**config.mk**
```make
export PLATFORM = sky130hd
export DESIGN_NAME = uart_tx_arbiter
export DESIGN_NICKNAME = d
export VERILOG_FILES = /design/src/rtl/uart_tx_arbiter.sv
export SDC_FILE = /design/constraint.sdc
export NUM_CORES = 1
export LEC_CHECK = 0
export CORE_UTILIZATION = 41
export CTS_CLUSTER_DIAMETER = 50
export CTS_CLUSTER_SIZE = 25
export DETAILED_ROUTE_END_ITERATION = 10
export GPL_ROUTABILITY_DRIVEN = 1
export GPL_TIMING_DRIVEN = 0
export PLACE_DENSITY = 0.88
export SYNTH_ARGS = -nofsm -noshare
export SYNTH_HDL_FRONTEND = slang
export SYNTH_SLANG_ARGS = --single-unit
```
**constraint.sdc**
```tcl
create_clock -name clk_i -period 3 [get_ports clk_i]
set_input_delay 0.6 -clock clk_i [delete_from_list [all_inputs] [get_ports clk_i]]
set_output_delay 0.6 -clock clk_i [all_outputs]
set_load 0.05 [all_outputs]
```
**src/rtl/uart_tx_arbiter.sv**
```systemverilog
// uart_tx_arbiter
//   Round-robin arbiter that lets NUM_REQ byte-stream requesters share one
//   UART TX FIFO. A requester keeps the lock for a whole message, from its
//   grant up to and including the byte flagged with req_last_i.
//
//   Optional macro UART_TX_ARB_TIMEOUT_EN: adds a stall counter that forcibly
//   releases a lock after TIMEOUT_CYCLES locked cycles without a transfer.
//
//   Ports
//     clk_i            system clock, rising edge
//     reset_i          asynchronous, active-high reset
//     req_valid_i      per-requester byte valid
//     req_data_i       per-requester byte, requester k at [8k+7:8k]
//     req_last_i       final byte of the requester's message
//     req_ready_o      per-requester accept (combinational)
//     tx_fifo_full_i   TX FIFO full
//     tx_fifo_afull_i  TX FIFO has exactly one free entry
//     tx_fifo_wen_o    registered FIFO write strobe
//     tx_fifo_wdata_o  registered FIFO write data
//     grant_o          one-hot lock owner, zero when unlocked
//     arb_busy_o       a requester holds the lock
//     timeout_o        one-cycle pulse on a forced release
//
//   state  | meaning
//   -------+------------------------------------------------------------
//   IDLE   | no owner; pick the first valid requester at/after rr_ptr
//   LOCKED | owner in grant_o; its bytes are forwarded to the FIFO

module uart_tx_arbiter #(
    parameter int NUM_REQ        = 4,
    parameter int TIMEOUT_CYCLES = 1024
) (
    input  logic                   clk_i,
    input  logic                   reset_i,
    input  logic [NUM_REQ-1:0]     req_valid_i,
    input  logic [8*NUM_REQ-1:0]   req_data_i,
    input  logic [NUM_REQ-1:0]     req_last_i,
    output logic [NUM_REQ-1:0]     req_ready_o,
    input  logic                   tx_fifo_full_i,
    input  logic                   tx_fifo_afull_i,
    output logic                   tx_fifo_wen_o,
    output logic [7:0]             tx_fifo_wdata_o,
    output logic [NUM_REQ-1:0]     grant_o,
    output logic                   arb_busy_o,
    output logic                   timeout_o
);

    localparam int IDXW = (NUM_REQ > 1) ? $clog2(NUM_REQ) : 1;

    if (NUM_REQ < 2 || NUM_REQ > 8 || TIMEOUT_CYCLES < 1) begin : g_param_check
        $error("uart_tx_arbiter: illegal parameter value");
    end

    typedef enum logic {IDLE = 1'b0, LOCKED = 1'b1} state_t;

    state_t             state_q, state_d;
    logic [IDXW-1:0]    rr_ptr_q, rr_ptr_d;
    logic [IDXW-1:0]    gidx_q, gidx_d;
    logic [NUM_REQ-1:0] grant_q, grant_d;
    logic               wen_q, wen_d;
    logic [7:0]         wdata_q, wdata_d;

    logic [IDXW-1:0]    pick_idx;
    logic [IDXW-1:0]    scan_idx;
    logic               pick_found;
    logic               can_write;
    logic               xfer;
    logic               xfer_last;
    logic               stall_expired;

    function automatic logic [IDXW-1:0] wrap_inc(input logic [IDXW-1:0] i);
        if (i == IDXW'(NUM_REQ - 1)) return '0;
        return i + IDXW'(1);
    endfunction

    // Rotating priority scan starting at rr_ptr.
    always_comb begin
        pick_found = 1'b0;
        pick_idx   = '0;
        scan_idx   = rr_ptr_q;
        for (int i = 0; i < NUM_REQ; i++) begin
            if (!pick_found && req_valid_i[scan_idx]) begin
                pick_found = 1'b1;
                pick_idx   = scan_idx;
            end
            scan_idx = wrap_inc(scan_idx);
        end
    end

    // A write already in flight consumes the last free entry when afull.
    assign can_write   = !tx_fifo_full_i && !(wen_q && tx_fifo_afull_i);
    assign req_ready_o = (state_q == LOCKED && can_write) ? grant_q : '0;
    assign xfer        = |(req_valid_i & req_ready_o);
    assign xfer_last   = xfer && req_last_i[gidx_q];

    always_comb begin
        state_d  = state_q;
        rr_ptr_d = rr_ptr_q;
        gidx_d   = gidx_q;
        grant_d  = grant_q;
        wen_d    = xfer;
        wdata_d  = wdata_q;
        if (xfer) begin
            wdata_d = req_data_i[{gidx_q, 3'b000} +: 8];
        end
        case (state_q)
            IDLE: begin
                if (pick_found) begin
                    state_d = LOCKED;
                    gidx_d  = pick_idx;
                    grant_d = NUM_REQ'(1) << pick_idx;
                end
            end
            LOCKED: begin
                if (xfer_last || stall_expired) begin
                    state_d  = IDLE;
                    grant_d  = '0;
                    rr_ptr_d = wrap_inc(gidx_q);
                end
            end
            default: state_d = IDLE;
        endcase
    end

    always_ff @(posedge clk_i or posedge reset_i) begin
        if (reset_i) begin
            state_q  <= IDLE;
            rr_ptr_q <= '0;
            gidx_q   <= '0;
            grant_q  <= '0;
            wen_q    <= 1'b0;
            wdata_q  <= '0;
        end else begin
            state_q  <= state_d;
            rr_ptr_q <= rr_ptr_d;
            gidx_q   <= gidx_d;
            grant_q  <= grant_d;
            wen_q    <= wen_d;
            wdata_q  <= wdata_d;
        end
    end

`ifdef UART_TX_ARB_TIMEOUT_EN
    localparam int CNTW = $clog2(TIMEOUT_CYCLES + 1);

    logic [CNTW-1:0] stall_cnt_q;
    logic            timeout_q;

    // Counter is held at zero outside LOCKED, so every grant starts from zero.
    assign stall_expired = (state_q == LOCKED) && !xfer &&
                           (stall_cnt_q == CNTW'(TIMEOUT_CYCLES - 1));

    always_ff @(posedge clk_i or posedge reset_i) begin
        if (reset_i) begin
            stall_cnt_q <= '0;
            timeout_q   <= 1'b0;
        end else begin
            timeout_q <= stall_expired;
            if (state_q != LOCKED || xfer || stall_expired) begin
                stall_cnt_q <= '0;
            end else begin
                stall_cnt_q <= stall_cnt_q + CNTW'(1);
            end
        end
    end

    assign timeout_o = timeout_q;
`else
    assign stall_expired = 1'b0;
    assign timeout_o     = 1'b0;
`endif

    assign grant_o         = grant_q;
    assign arb_busy_o      = (state_q == LOCKED);
    assign tx_fifo_wen_o   = wen_q;
    assign tx_fifo_wdata_o = wdata_q;

endmodule

```
After elaboration in Yosys (flattened, before gate mapping)
Cells that the tools add are included.
{"block": "word_totals", "inputBits": 44, "regBits": 18, "wordCells": 80, "output_inout_bits": 19}
{"block": "op_classes", "n_shift": 2, "reduce_logical": 16, "n_eq_ne": 6, "n_lt_le_gt_ge": 5, "addsub": 4, "n_mux": 39, "bitwise": 2}
{"operator": "32-bit by 6-bit indexed part select with 8-bit output", "n": 1}
{"operator": "2-bit two-way mux", "n": 12}
{"operator": "1-bit two-way mux", "n": 17}
{"operator": "2-bit by 3-bit < comparator with 1-bit output, second input constant", "n": 5}
{"operator": "4-bit two-way mux", "n": 3}
{"operator": "1-bit binary-select mux with 2-bit select", "n": 5}
{"operator": "2-bit by 1-bit adder with 2-bit output, second input constant", "n": 4}
{"operator": "2-bit equality test, second input constant", "n": 4}
{"operator": "4-bit case mux with 2 select lines", "n": 1}
{"operator": "1-bit logical AND", "n": 7}
{"operator": "2-bit AND reduction", "n": 3}
{"operator": "1-bit logical NOT", "n": 5}
{"operator": "4-bit AND", "n": 1}
{"operator": "4-bit OR reduction", "n": 1}
{"operator": "1-bit by 2-bit << shifter with 4-bit output, first input constant", "n": 1}
{"operator": "2-bit by 1-bit != test with 1-bit output, second input constant", "n": 1}
{"operator": "2-bit != test, second input constant", "n": 1}
{"operator": "1-bit case mux with 2 select lines", "n": 1}
{"operator": "1-bit inverter", "n": 1}

Longest topological paths before layout
Gate-level depths: netlist of the first run.
{"block": "logic_depth", "word_depth": 16, "mapped_depth": 7, "depth_no_buf": 6}

Worst setup path before layout of the first run
OpenSTA, ideal clock, no wires.
{"block": "synth_timing", "kind": "register to register", "from": "register rr_ptr_q[1]", "to": "register grant_q[1], in the netlist grant_o[1]", "setup_slack_ps": 748, "synth_period_minus_slack_ps": 2252, "t_arrival_ps": 2156, "path_stages_with_launch": 6, "path_buffers": 0, "t_required_ps": 2905, "setup_ps": 95, "path_cell_list": "dfrtp_1 ha_1 mux4_2 or2_1 o32a_1 o31ai_1"}
{"block": "synth_via", "elab_chain_cells": 16, "elab_cells_between_ends": 39, "classes_between": "add/sub: 3; eq/ne: 4; shift: 1; mux: 24; reduce/logical: 7"}
{"item": "from (decl)", "line": "57", "source": "logic [IDXW-1:0] rr_ptr_q, rr_ptr_d;"}
{"item": "from (signal assigned)", "line": "135", "source": "rr_ptr_q <= rr_ptr_d;"}
{"item": "parallel branches: the longest is 16 deep, another holds 2-bit by 1-bit adder with 2-bit output"}
{"item": "to (signal assigned)", "line": "137", "source": "grant_q <= grant_d;"}
{"item": "to (decl)", "line": "59", "source": "logic [NUM_REQ-1:0] grant_q, grant_d;"}
Several ways; the timed one is not identified. The select of a mux whose other input is x is not followed.
A chain may end at the register's enable or synchronous reset.

Worst setup path after layout of the first run
{"block": "layout_timing", "from": "input port tx_fifo_afull_i", "to": "output port req_ready_o[0]"}
{"block": "layout_via", "elab_chain_cells": 5}
{"item": "from (decl)", "line": "40", "source": "input logic tx_fifo_afull_i,"}
{"item": "1-bit logical AND", "line": "91", "source": "assign can_write = !tx_fifo_full_i && !(wen_q && tx_fifo_afull_i);"}
{"item": "1-bit logical NOT", "line": "91"}
{"item": "1-bit logical AND", "line": "91"}
{"item": "1-bit logical AND", "line": "92", "source": "assign req_ready_o = (state_q == LOCKED && can_write) ? grant_q : '0;"}
{"item": "4-bit two-way mux", "line": "92"}
{"item": "to (decl)", "line": "38", "source": "output logic [NUM_REQ-1:0] req_ready_o,"}
No other way between the ends.

==> results of run 1 <==
area by class of cell:
| class | instances | share of cell area, % |
|---|---|---|
| flip-flops and latches | 18 | 22.5 |
| inverters | 4 | 0.751 |
| multi-input cells | 84 | 40.3 |
| plain buffers | 7 | 2.38 |
| well taps | 44 | 2.75 |
| clock buffers | 4 | 1.81 |
| repair buffers | 59 | 29.5 |
cell families (layout without fill, tap and decap cells):
family / count (synthesis) / after routing / synth area share [%]
and+or+nand+nor: 32 / 32 / 13.9
AOI/OAI and AO/OA: 29 / 29 / 18.5
muxes: 20 / 20 / 26.5
DFF: 18 / 18 / 34.2
buffers and inverters: 11 / 74 / 4.74
adders and majority gates: 2 / 2 / 1.90
other: 1 / 1 / 0.284
cells in the final DEF, fill, tap and decap left out, types with 3 or more instances in the layout:
| cell type | instances |
|---|---|
| nand3_1 | 4 |
| mux4_2 | 11 |
| clkbuf_4 | 3 |
| nand2_1 | 4 |
| o21ai_0 | 4 |
| o31ai_1 | 5 |
| dfrtp_1 | 18 |
| a21oi_1 | 3 |
| dlygate4sd2_1 | 3 |
| and2_1 | 5 |
| inv_1 | 3 |
| clkdlybuf4s50_1 | 55 |
| mux2_2 | 8 |
| nand2b_1 | 4 |
routing by layer:
layer	global-route usage, %	vias to the layer above	share of wire, %
met1	26.6	607	40
met3	4.84	2	8.9
met4	5.10	0	0.59
met2	37.8	62	51
li1	-	574	-
met5	0	-	0
per-stage QoR:
step	area (um2)	util (%)	setup WS, ns	TNS [ns]
2_1_floorplan	1320	-	0.748	0
3_3_place_gp	1960	64.3	0.0167	0
3_5_place_dp	1960	64.3	-0.00722	-0.0135
4_1_cts	2000	65.4	0.00187	0
5_1_grt	2000	65.5	0.152	0
6_report	2000	65.5	0.270	0
report_power, final:
part           internal [uW]  switching [uW]
registers                344            76.5
logic                    550             740
clock network           74.0            74.1
how the worst max path moves through the flow:
stage / startpoint / end / cells after the start / slack [ns]
after floorplan: rr_ptr_q[1] / grant_o[1] / 5 / 0.75
after global placement: tx_fifo_afull_i / req_ready_o[3] / 5 / 0.02
after detailed placement: tx_fifo_afull_i / req_ready_o[0] / 5 / -0.007
after CTS: tx_fifo_afull_i / req_ready_o[1] / 5 / 0.002
after global routing: tx_fifo_afull_i / req_ready_o[2] / 5 / 0.15
final: tx_fifo_afull_i / req_ready_o[0] / 5 / 0.27
worst register-to-register path, delay by kind of cell (launching register included):
kind,cells,cell delay (ns)
adders and majority gates,1,0.46
DFF,1,0.47
muxes,1,0.60
and+or+nand+nor,1,0.26
AOI/OAI and AO/OA,2,0.64
registers in the layout, indices dropped and copies added (netlist names):
name / count
grant_o: 4
gidx_q: 2
tx_fifo_wdata_o: 8
tx_fifo_wen_o: 1
arb_busy_o: 1
rr_ptr_q: 2
what timing repair did:
action	in CTS	in global routing
gates resized for setup	3	1
endpoints found under the hold margin	0	0
endpoints found under the setup margin	3	1
gates cloned	0	0
==> metrics.md, run 1 <==
| Metric | Value |
|---|---|
| Worst-skew pair later-pin latency | 0.29 ns |
| Vias in the first global route | 1,251 |
| DRC violations left | 0 |
| First-pass DRT Iterations | 4 |
| RR Endpoint | grant_o[1] |
| Hold Fails Final Rpt | 0 |
| Hold_buf cts | 0 |
| Post-synth ARST share | 100% |
| WL per Instance | 14.7 um |
| CTS tree | done |
| Yosys warning total | 0 |
| Status | finished, final reports clean |
| Die W | 58.7 um |
| CP max stage delay | 0.52 ns |
| Reg-to-reg startpoint | rr_ptr_q[1] |
| Mapped Area | 1320 um2 |
| Cells after synthesis | 113 |
| Drt initial violations | 64 |
| Clock Skew | 0.00486 ns |
| DR vias/cell | 5.66 |
| Post-CTS setup repair buffer count | 0 |
| CP Class | in2out |
| Primary FF master, synth | dfrtp_1 |
| Critical Path Sink Type | output pin |
| Average cell area after synthesis | 11.7 um2 |
| Max-Cap Viols | 0 |
| Most frequent cell after synthesis | dfrtp_1 |
| Top cells by count, synth | dfrtp_1, mux4_2, mux2_2 |
| Post-synth top area share | 34.2% |
| CTS root buf | clkbuf_4 |
| F_max | 366 MHz |
| Final GP Congestion | 0.829 |
| Worst path cell trace | clkdlybuf4s50_1 > and2_1 > nor3_1 > and2_1 > dlygate4sd2_1 |
| Leading area contributor after synthesis | dfrtp_1 |
| Multi-input logic area | 806 um2 |
| CP Buf/Inv Count | 2 |
| Post-DRT Antenna Nets | 0 |
| Worst-path clk slew | 0.10 ns |
| Placed Cells | 216 |
| Hold Startpoint | tx_fifo_wdata_o[4] |
| Yosys reg bits | 18 |
| Largest net degree at the start of global routing | 19 |
| Total track usage | 21.4% |
| Area added between synthesis and finish | 51.6% |
| Hold slack | 0.526 ns |
| N_diodes | 0 |
| GRT overflow | 0 |
| Worst R2R Setup Slack | 0.49 ns |
| Core ar. | 3050 um2 |
| Worst hold path depth | 1 |
| Ranking of synthesized cells by area | dfrtp_1, mux4_2, mux2_2 |
| Layout Nets | 223 |
| Data arrival, critical path | 2.13 ns |
| Final period util | 91.0% |
| Unrepaired setup endpoints after global routing | false |
| Final HPWL DP | 2.69 mm |
| Fraction of layout cells with a size suffix above 1 | 18.8% |
| Slowest-stage cell, CP | dlygate4sd2_1 |
| CP Max Fanout | 4 |
| Yosys cell types | 44 |
| DIE AREA | 3450 um2 |
| Worst path top cell family by delay | buffers and inverters |
| Fill count | 241 |
| Leak | 0.000790 uW |
| Clock sink total | 18 |
| Final WL | 3.24 mm |
| Die height | 58.7 um |
| Port buffer count | 59 |
| Net Count, Synth | 159 |
| WP data required | 2.40 ns |
| Reg2Reg Depth | 5 |
| Max clock buf depth | 2 |
| Core Rows | 20 |
| Final slew viol count | 0 |
| Hold Path Class | reg2reg |
| Initial antenna violation count | 0 |
| Register area | 450 um2 |
| Worst Hold End | tx_fifo_wdata_o[4] |
| Tot Pwr | 1860 uW |
| Nature of the critical path startpoint | primary input |
| Num CTS Buffers | 3 |
| # IOs | 63 |
| Post-synth EDFFs | 0 |
| Most common cell on crit path | and2_1 |
| Setup violators final | 0 |
| Slew @ Worst Pin | 0.744 ns |
| Max H-tree Level | 1 |
| First-pass GRT wire length | 5.62 mm |
| Initial Utilization | 43.2% |
| Non-Filler Instances | 220 |
| Sequential area share after synthesis | 34.2% |
| Vias | 1,245 |
| Min Tclk post-route | 2.73 ns |
| Worst vdd ir | 520 uV |
| Headroom to the max-slew limit | 50.4% |
| PwrDens | 930 nW/um2 |
(Power assumes the default switching activity.)
==> run 2: changes to the inputs <==
--- a/config.mk
+++ b/config.mk
@@ -5,13 +5,15 @@
 export SDC_FILE = /design/constraint.sdc
 export NUM_CORES = 1
 export LEC_CHECK = 0
-export CORE_UTILIZATION = 41
+export CELL_PAD_IN_SITES_DETAIL_PLACEMENT = 1
+export CELL_PAD_IN_SITES_GLOBAL_PLACEMENT = 2
+export CORE_UTILIZATION = 24
 export CTS_CLUSTER_DIAMETER = 50
 export CTS_CLUSTER_SIZE = 25
 export DETAILED_ROUTE_END_ITERATION = 10
 export GPL_ROUTABILITY_DRIVEN = 1
 export GPL_TIMING_DRIVEN = 0
-export PLACE_DENSITY = 0.88
+export PLACE_DENSITY = 0.86
 export SYNTH_ARGS = -nofsm -noshare
 export SYNTH_HDL_FRONTEND = slang
 export SYNTH_SLANG_ARGS = --single-unit
==> run 2 against run 1 <==
  * Final area rose by 1.7%
  * Combinational power barely moved
  * Wire length rose by 17%
  * Sequential cell count did not move
  * Non-clock buffer count did not move
  * Clock power rose by 10%
  * Register-to-register slack barely moved
  * Count of clock-buffer cells in the layout fell by 1
  * Total power rose by 2.2%
  * Via count fell by 2.3%
  * Fmax fell by 1.2%
  * Largest power group unchanged
  * Highest routed layer unchanged
==> metrics.md, run 2 (same netlist as run 1, synthesis figures left out) <==
| Metric | Value |
|---|---|
| CP Max Fanout | 4 |
| Layout Nets | 223 |
| Die height | 76.1 um |
| GRT overflow | 0 |
| Setup TNS | 0 ns |
| DR vias/cell | 4.96 |
| Setup violators final | 0 |
| # IOs | 63 |
| Placed Cells | 242 |
| Worst-skew pair later-pin latency | 0.25 ns |
| Worst R2R Setup Slack | 0.49 ns |
| Largest net degree at the start of global routing | 19 |
| Die W | 76.1 um |
| CP Class | in2out |
| Fill count | 582 |
| Slew @ Worst Pin | 0.807 ns |
| CTS root buf | clkbuf_8 |
| Final HPWL DP | 3.17 mm |
| DRC violations left | 0 |
| Num CTS Buffers | 3 |
| Max clock buf depth | 2 |
| Fraction of layout cells with a size suffix above 1 | 18.3% |
| Post-CTS setup repair buffer count | 0 |
| Hold Fails Final Rpt | 0 |
| Area added between synthesis and finish | 54.2% |
| Core ar. | 5200 um2 |
| CP max stage delay | 0.53 ns |
| N_diodes | 0 |
| PwrDens | 935 nW/um2 |
| Initial antenna violation count | 0 |
| WP data required | 2.40 ns |
| Slowest-stage cell, CP | dlygate4sd2_1 |
| Pre-CTS setup slack | -0.0587 ns |
| Min Tclk post-route | 2.76 ns |
| Clock Skew | 0.00278 ns |
| Unrepaired setup endpoints after global routing | false |
| Nature of the critical path startpoint | primary input |
| Worst vdd ir | 403 uV |
| First-pass GRT wire length | 6.65 mm |
| CP Buf/Inv Count | 2 |
| Port buffer count | 59 |
| Most frequent cells in the layout | clkdlybuf4s50_1, dfrtp_1, mux4_2 |
| Initial Utilization | 25.3% |
| DIE AREA | 5800 um2 |
| First-pass DRT Iterations | 4 |
| Vias | 1,216 |
| Commonest non-fill, non-tap cell in the layout | clkdlybuf4s50_1 |
| Worst path cell trace | clkdlybuf4s50_1 > and2_1 > nor3_1 > and2_1 > dlygate4sd2_1 |
| Data arrival, critical path | 2.16 ns |
| Worst path top cell family by delay | buffers and inverters |
| Most common cell on crit path | and2_1 |
| Hold Path Class | reg2reg |
| F_max | 362 MHz |
| Final slew viol count | 0 |
| Headroom to the max-slew limit | 46.2% |
| Largest register FFs | 8 |
| Post-DRT Antenna Nets | 0 |
| Final GP Congestion | 0.793 |
| Status | finished, final reports clean |
| Tot Pwr | 1900 uW |
| Max H-tree Level | 1 |
| Critical Path Sink Type | output pin |
| Final period util | 92.1% |
| Drt initial violations | 29 |
| Non-Filler Instances | 245 |
| Max-Cap Viols | 0 |
| Worst Setup Slack, final | 0.236 ns |
| Final WL | 3.80 mm |
| Clock sink total | 18 |
| Core Rows | 26 |
| CTS tree | done |
| Leak | 0.000778 uW |
| Worst-path clk slew | 0.07 ns |
| WL per Instance | 15.5 um |
| Vias in the first global route | 1,404 |
| Total track usage | 14.2% |
[run 2: stage by stage]
stage,util [%],instance area [um2],hold WS [ns]
after CTS,39.1,2030,0.512
final,39.1,2030,0.512
after global placement,38.4,2000,0.490
after floorplan,-,1320,0.539
after detailed placement,38.4,2000,0.499
after global routing,39.1,2030,0.537
[run 2: layer usage]
layer,track usage (%),vias up,part of all wire [%]
li1,-,572,-
met1,15.7,585,38
met2,26.9,57,53
met3,4.07,2,9.2
met4,2.69,0,0.26
met5,0,-,0
[run 2: worst reg2reg max path, cell delays in order, from the launching register on]
cell and delay [ns]:
dfrtp_1 0.45, ha_1 0.47, mux4_2 0.59, or2_1 0.27, o32a_1 0.36, o31ai_1 0.26
[run 2: final timing paths]
| kind | from | endpoint | cells after the start |
|---|---|---|---|
| max | tx_fifo_afull_i | req_ready_o[1] | 5 |
| min in group asynchronous | reset_i | tx_fifo_wdata_o[0] | 2 |
| max in group asynchronous | reset_i | rr_ptr_q[0] | 2 |
| min reg2reg | tx_fifo_wdata_o[6] | tx_fifo_wdata_o[6] | 1 |
| min | tx_fifo_wdata_o[6] | tx_fifo_wdata_o[6] | 1 |
| max reg2reg | rr_ptr_q[1] | grant_o[0] | 5 |
[run 2: layout make-up]
type                    instances  area (um2)  area share (%)
plain buffers                   7        47.5            2.34
multi-input cells              84         806            39.6
clock buffers                   3        41.3            2.03
flip-flops and latches         18         450            22.2
well taps                      70        87.6            4.31
inverters                       4        15.0           0.738
repair buffers                 59         586            28.8
[run 2: report_power, final]
group          total, uW  internal (uW)  switching, uW  leakage [uW]
logic               1320            549            768      0.000533
registers            421            345           76.1      0.000223
clock network        163           88.9           74.2     0.0000216
[run 2: what timing repair did]
item,4_1_cts,5_1_grt
endpoints found under the setup margin,4,0
resized for setup,4,0
hold buffers,0,0
hold endpoints to repair,0,0
